==> src/rtl/alien_bomb_pool.sv <==
// alien_bomb_pool: alien bomb slots with random column firing, per-frame descent,
// cannon collision, lives and game-over.
module alien_bomb_pool #(
    parameter int          NUM_BOMBS     = 4,
    parameter int          NUM_COLUMNS   = 8,
    parameter int          BOMB_W        = 2,
    parameter int          BOMB_H        = 8,
    parameter int          SPEED         = 2,
    parameter int          FLOOR_Y       = 470,
    parameter int          FIRE_PERIOD   = 32,
    parameter int          BOMB_X_OFF    = 7,
    parameter int          LIVES_INIT    = 3,
    parameter int          INVULN_FRAMES = 60,
    parameter logic [15:0] LFSR_SEED     = 16'hACE1
) (
    input  logic                         clk,
    input  logic                         reset,
    input  logic                         enable,
    input  logic                         restart,
    input  logic                         frame_tick,
    input  logic [9:0]                   hpos,
    input  logic [9:0]                   vpos,
    input  logic [NUM_COLUMNS-1:0]       col_alive,
    input  logic [NUM_COLUMNS-1:0][9:0]  col_x,
    input  logic [NUM_COLUMNS-1:0][9:0]  col_bottom_y,
    input  logic                         cannon_gfx,
    output logic                         bomb_gfx,
    output logic [NUM_BOMBS-1:0]         active_mask,
    output logic [1:0]                   lives,
    output logic                         cannon_hit,
    output logic                         game_over
);
    localparam int FW = $clog2(FIRE_PERIOD + 2);
    localparam int IW = $clog2(INVULN_FRAMES + 2);

    logic [NUM_BOMBS-1:0]        active, hit, pix, hit_set, free_sel, floor_hit;
    logic [NUM_BOMBS-1:0][9:0]   bx, by;
    logic [NUM_BOMBS-1:0][10:0]  step_y;
    logic [15:0]                 lfsr, lfsr_n;
    logic [7:0]                  sel;
    logic [9:0]                  sp_x, sp_y;
    logic                        col_ok, found, attempt, do_fire, take_hit;
    logic [FW-1:0]               fire_cnt, fc_n;
    logic [IW-1:0]               invuln;

    assign game_over   = lives == 2'd0;
    assign active_mask = game_over ? '0 : active;
    assign bomb_gfx    = enable && |pix;
    assign hit_set     = pix & {NUM_BOMBS{cannon_gfx && enable}};

    always_comb begin
        lfsr_n = {lfsr[14:0], lfsr[15] ^ lfsr[13] ^ lfsr[12] ^ lfsr[10]};
        sel = lfsr_n[7:0] % 8'(NUM_COLUMNS);
        col_ok = 1'b0;
        sp_x = '0;
        sp_y = '0;
        for (int c = 0; c < NUM_COLUMNS; c++)
            if (sel == 8'(c)) begin
                col_ok = col_alive[c];
                sp_x = col_x[c] + 10'(BOMB_X_OFF);
                sp_y = col_bottom_y[c];
            end
        free_sel = '0;
        found = 1'b0;
        pix = '0;
        step_y = '0;
        floor_hit = '0;
        for (int i = 0; i < NUM_BOMBS; i++) begin
            free_sel[i] = !active[i] && !found;
            found = found || !active[i];
            step_y[i] = {1'b0, by[i]} + 11'(SPEED);
            floor_hit[i] = step_y[i] >= 11'(FLOOR_Y);
            pix[i] = active_mask[i]
                && hpos >= bx[i] && {1'b0, hpos} < {1'b0, bx[i]} + 11'(BOMB_W)
                && vpos >= by[i] && {1'b0, vpos} < {1'b0, by[i]} + 11'(BOMB_H);
        end
        fc_n = fire_cnt - FW'(1);
        attempt = fc_n == '0;
        do_fire = attempt && col_ok && found;
        take_hit = |hit && invuln == '0;
    end

    always_ff @(posedge clk or posedge reset) begin
        if (reset) begin
            active     <= '0;
            hit        <= '0;
            bx         <= '0;
            by         <= '0;
            lives      <= 2'(LIVES_INIT);
            cannon_hit <= 1'b0;
            lfsr       <= LFSR_SEED;
            fire_cnt   <= FW'(FIRE_PERIOD);
            invuln     <= '0;
        end else begin
            cannon_hit <= 1'b0;
            if (frame_tick)
                lfsr <= lfsr_n;
            if (restart) begin
                lives    <= 2'(LIVES_INIT);
                active   <= '0;
                hit      <= '0;
                fire_cnt <= FW'(FIRE_PERIOD);
                invuln   <= '0;
            end else if (game_over) begin
                active <= '0;
                hit    <= '0;
            end else if (enable && frame_tick) begin
                // latches set this very cycle survive into the next frame
                hit      <= hit_set;
                fire_cnt <= !attempt ? fc_n : do_fire ? FW'(FIRE_PERIOD) : FW'(1);
                invuln   <= take_hit ? IW'(INVULN_FRAMES) : invuln != '0 ? invuln - IW'(1) : invuln;
                if (take_hit) begin
                    lives      <= lives - 2'd1;
                    cannon_hit <= 1'b1;
                end
                for (int i = 0; i < NUM_BOMBS; i++) begin
                    if (active[i]) begin
                        by[i]     <= step_y[i][9:0];
                        active[i] <= !(take_hit && hit[i]) && !floor_hit[i];
                    end else if (do_fire && free_sel[i]) begin
                        active[i] <= 1'b1;
                        bx[i]     <= sp_x;
                        by[i]     <= sp_y;
                    end
                end
            end else begin
                hit <= hit | hit_set;
            end
        end
    end
endmodule
==> config.mk <==
export PLATFORM = sky130hd
export DESIGN_NAME = alien_bomb_pool
export DESIGN_NICKNAME = d
export VERILOG_FILES = /design/src/rtl/alien_bomb_pool.sv
export SDC_FILE = /design/constraint.sdc
export NUM_CORES = 1
export LEC_CHECK = 0
export BUFFER_PORTS_ARGS = -buffer_cell sky130_fd_sc_hd__buf_2
export CAP_MARGIN = 20
export CORE_UTILIZATION = 62
export DETAILED_ROUTE_END_ITERATION = 10
export GPL_TIMING_DRIVEN = 1
export PLACE_DENSITY = 0.86
export SYNTH_ARGS = -nofsm -noshare
export SYNTH_HDL_FRONTEND = slang
export SYNTH_SLANG_ARGS = --single-unit
==> constraint.sdc <==
create_clock -name clk -period 8.52 [get_ports clk]
set_input_delay 1.704 -clock clk [delete_from_list [all_inputs] [get_ports clk]]
set_output_delay 1.704 -clock clk [all_outputs]
set_load 0.03 [all_outputs]
# Yosys cells after proc, flatten, opt, wreduce, memory -nomap -nowiden
# Index checks and enable logic that the tools add are counted.
[classes]
n_mux = 65
order_cmp = 20
n_reduce_logical = 80
eq_ne = 8
bitwise_logic = 11
n_addsub = 23
[op_table]
columns = ["cell", "count"]
rows = [
  ["10-bit 2-to-1 mux", 24],
  ["10-bit by 2-bit adder with 11-bit output (second input constant)", 8],
  ["10-bit by 11-bit < comparator with 1-bit output", 8],
  ["10-bit by 3-bit adder with 10-bit output (second input constant)", 8],
  ["10-bit >= comparator", 8],
  ["6-bit 2-to-1 mux", 10],
  ["10-bit by 4-bit adder with 11-bit output (second input constant)", 4],
  ["11-bit by 9-bit >= comparator with 1-bit output (second input constant)", 4],
  ["1-bit logical AND", 37],
  ["4-bit 2-to-1 mux", 7],
  ["1-bit 2-to-1 mux", 20],
  ["5-bit AND reduction", 4],
  ["4-bit AND reduction", 4],
  ["1-bit zero test", 14],
  ["3-bit == test (second input constant)", 4],
  ["6-bit zero test", 2],
  ["2-bit nonzero test", 6],
  ["6-bit by 1-bit subtractor with 6-bit output (second input constant)", 2],
  ["8-bit zero test", 1],
  ["2-bit 2-to-1 mux", 4],
  ["4-bit OR reduction", 2],
  ["3-bit by 2-bit == test with 1-bit output (second input constant)", 2],
  ["1-bit NOT", 6],
  ["3-bit AND reduction", 2],
  ["other kinds (11)", 16],
]
[word_totals]
output_inout_bits = 9
regBits = 119

# Longest topological paths before layout
[logic_depth]
ltp_word = 20
mapped_depth = 12

# Worst setup path after synthesis
# No wires, ideal clock.
[synth_timing]
path_type = "input -> output"
from = "in vpos[7]"
to = "out bomb_gfx"
stages = 7
arrival_ns = 3.987
required_ns = 6.816
setup_slack_ns = 2.829
path_buffers = 0
path_cell_list = "ha_1 > a2111o_1 > nand4_1 > a21oi_1 > or3_1 > or4_1 > a41oi_1"
[synth_between]
elab_chain_len = 5
[synth_lines]
columns = ["element", "line_no", "rtl"]
rows = [
  ["start, declared", "22", "input logic [9:0] vpos,"],
  ["10-bit >= comparator", "75", "&& vpos >= by[i] && {1'b0, vpos} < {1'b0, by[i]} + 11'(BOMB_H);"],
  ["1-bit logical AND (2 in series)", "75", ""],
  ["4-bit OR reduction *", "48", "assign bomb_gfx = enable && |pix;"],
  ["1-bit logical AND *", "48", ""],
  ["end, declared", "27", "output logic bomb_gfx,"],
]
# Every way passes the cells marked *; elsewhere a longest branch is shown, timed or not.

# Worst setup path in the final report
# Ends and elaborated chain as after synthesis.

==> impl_metrics.ini <==
[flow_run]
drv_cap = 0

[route]
wl_per_cell_um = 19.1
ant_nets = 0
dr.first_iter.drc_count = 1274
wl_mm = 38.6
drc = 0
routed_via_density = 6.31
firstDrtPassIters = 6
dr_total_vias = 12800

[global_route]
track_usage_pct = 36.9
grt_overflow = 0
grt_pass1_wl_mm = 62.1
grt_max_degree = 66
grt_use_met2_pct = 61.6
grt.met3_usage_pct = 6.29
grt_use_met1_pct = 47.7
grt_pass1_vias = 12268
antenna_found_initial = 1
grt-busiest-layer = met2

[worst_setup_path]
cp_max_fo = 8
critPathRequiredTime_ns = 6.82
end_kind = output port
rr_worst_depth = 9
start_kind = input pin
reg2reg_from = lfsr[15]
criticalPathCategory = in2out
r2r_slack_ns = 4.14
r2r_end = by[33]
arrival_ns = 4.23

[power_and_ir_drop]
p_leak_nw = 6.22
p_per_area_nw_per_um2 = 259
ir_drop_mv = 0.407
finalPower_mw = 3.75

[clocking]
ctsHtreeMaxLevel = 4
path_clk_slew_ns = 0.06
numCtsBuffers = 17
clock-root-buffer = clkbuf_16
clock_sinks = 119
cts_setup_buffers = 0
cts_hold_buf = 0
cts.path.max_buffers = 2
clkLatencyLatePin_ns = 0.42
tritoncts = done
ctsResizeCount = 0

[place]
io_buffers = 202
post-place-ws_ns = 2.61
gp_congestion = 0.997
hpwlAfterDp_mm = 30.5

[timing]
setup_viol = 0
period_needed_ns = 5.93
maxSlewViolCount = 0
timing.hold.ws_ns = 0.487
fmax_mhz = 169
hold_viol_final = 0
relSlewSlack_pct = 22.1
fin_skew_ns = 0.0115
tightest_slew_ns = 1.17
fin_crit_sh_pct = 69.6
tns_ns = 0
rsz0062_at_grt = no
setup_slack_ns = 2.59

[final_layout]
areaGrowthSynthToFinish_pct = 14.0
layout.nets = 2110
final_cell_mix = buf_2 (202), ha_1 (172), nand2_1 (168)
post-route-util_pct = 71.9
drive_above_1_share_pct = 17.4
fill_cells = 1610
antenna_cells = 0
final_common_cell = buf_2

[min_path]
hold_path_depth = 2
holdCritPathClass = reg2reg
holdPathEnd = bx[10]
hp-start = bx[10]

[floorplan]
initial_core_util_pct = 63.1
die_x_um = 145
die_h_um = 145
ios = 203
std_cell_rows = 52
core-area_um2 = 20200
die_area_um2 = 21100

[synth]
ys_seq_area_share_pct = 23.5
syn_nets = 1941
synth_area_per_cell_um2 = 8.08
synthCells = 1575
ys_async_sr_fraction_pct = 100
yosysWarnings = 0
synth_edf_count = 0
yosysUniqueCellTypes = 78
ys.flop_type = dfrtp_1
netlist_area_um2 = 12700
ys_ff_latch = 119

[status]
outcome = complete, no violations
[worst max-delay path, cell delays in order]
cell	delay [ns]
buf_2	0.17
ha_1	0.35
a2111o_1	0.42
nand4_1	0.09
a21oi_1	0.05
or3_1	0.37
or4_1	0.55
a41oi_1	0.27
buf_2	0.24
[metal layers]
layer,part of all wire [%],vias up,wire (um)
li1,-,6025,-
met1,40,5979,15600
met2,47,668,18100
met3,8.8,126,3390
met4,3.8,2,1470
met5,0.034,-,13
[cell families after synthesis]
| group | after synthesis | synth area share [%] |
|---|---|---|
| and+or+nand+nor | 496 | 18.3 |
| AOI/OAI and AO/OA | 424 | 21.0 |
| buffers and inverters | 184 | 5.59 |
| adders and majority gates | 172 | 16.9 |
| xor gates and xnor gates | 132 | 9.21 |
| DFF | 119 | 23.5 |
| muxes | 48 | 5.46 |
[state kept, by name (all words and copies together) (netlist names), 2 cells and up]
signal and count:
hit 4, by 40, fire_cnt 6, lives 2
lfsr 16, active 4, bx 40, invuln 6
[power by group]
| part | switching (mW) | internal (mW) |
|---|---|---|
| combinational | 1.47 | 0.841 |
| sequential | 0.0803 | 0.650 |
| clock | 0.272 | 0.438 |
| total | 1.82 | 1.93 |
[layout make-up]
cell class                      instances  area [um2]  area share, %
Clock buffer                           21         450           3.11
Clock inverter                         11         126          0.872
Inverter                              123         464           3.20
Multi-Input combinational cell       1272        9050           62.4
Sequential cell                       119        2990           20.6
Tap cell                              270         338           2.33
Timing Repair Buffer                  211        1080           7.44
[per-stage QoR]
stage                     instances  instance area, um2
after CTS                      2027               14500
after global placement         1995               13900
final                          2027               14500
after floorplan                1575               12700
after global routing           2027               14500
after detailed placement       1995               13900
[cells in the mapped netlist, types with 3 or more instances]
master	n	share of area, %
a2111oi_0	7	0.48
a211o_1	5	0.34
a211oi_1	11	0.65
a21o_1	18	1.1
a21oi_1	93	3.7
a221oi_1	6	0.41
a2bb2oi_1	3	0.21
a31oi_1	12	0.59
a32oi_1	3	0.21
and2_1	5	0.25
and3_1	8	0.39
buf_2	10	0.39
clkbuf_1	48	1.4
dfrtp_1	108	21
dfstp_2	11	2.3
ha_1	172	17
inv_1	120	3.5
mux2_2	21	1.9
mux2i_1	12	0.94
mux4_2	15	2.7
nand2_1	168	5.0
nand2b_1	21	1.0
nand3_1	107	4.2
nand3b_1	7	0.41
nand4_1	12	0.59
nor2_1	82	2.4
nor2b_1	11	0.54
nor3_1	42	1.7
nor4_1	7	0.34
o2111ai_1	3	0.21
o211ai_1	16	0.94
o21a_1	24	1.4
o21ai_0	144	5.7
o21bai_1	4	0.24
o221ai_1	6	0.41
o22ai_1	15	0.74
o31ai_1	16	0.94
o32ai_1	5	0.34
or3_1	12	0.59
or4_1	4	0.24
xnor2_1	95	6.5
xor2_1	35	2.4
[worst max path at each step]
| stage | from | endpoint | slack, ns | cells after the start |
|---|---|---|---|---|
| 6_report | vpos[7] | bomb_gfx | 2.59 | 9 |
| 5_1_grt | vpos[1] | bomb_gfx | 2.39 | 11 |
| 4_1_cts | vpos[7] | bomb_gfx | 2.60 | 9 |
| 3_5_place_dp | vpos[7] | bomb_gfx | 2.61 | 9 |
| 3_3_place_gp | vpos[1] | bomb_gfx | 2.60 | 11 |
| 2_1_floorplan | vpos[7] | bomb_gfx | 2.83 | 7 |
(Power assumes the default switching activity.)
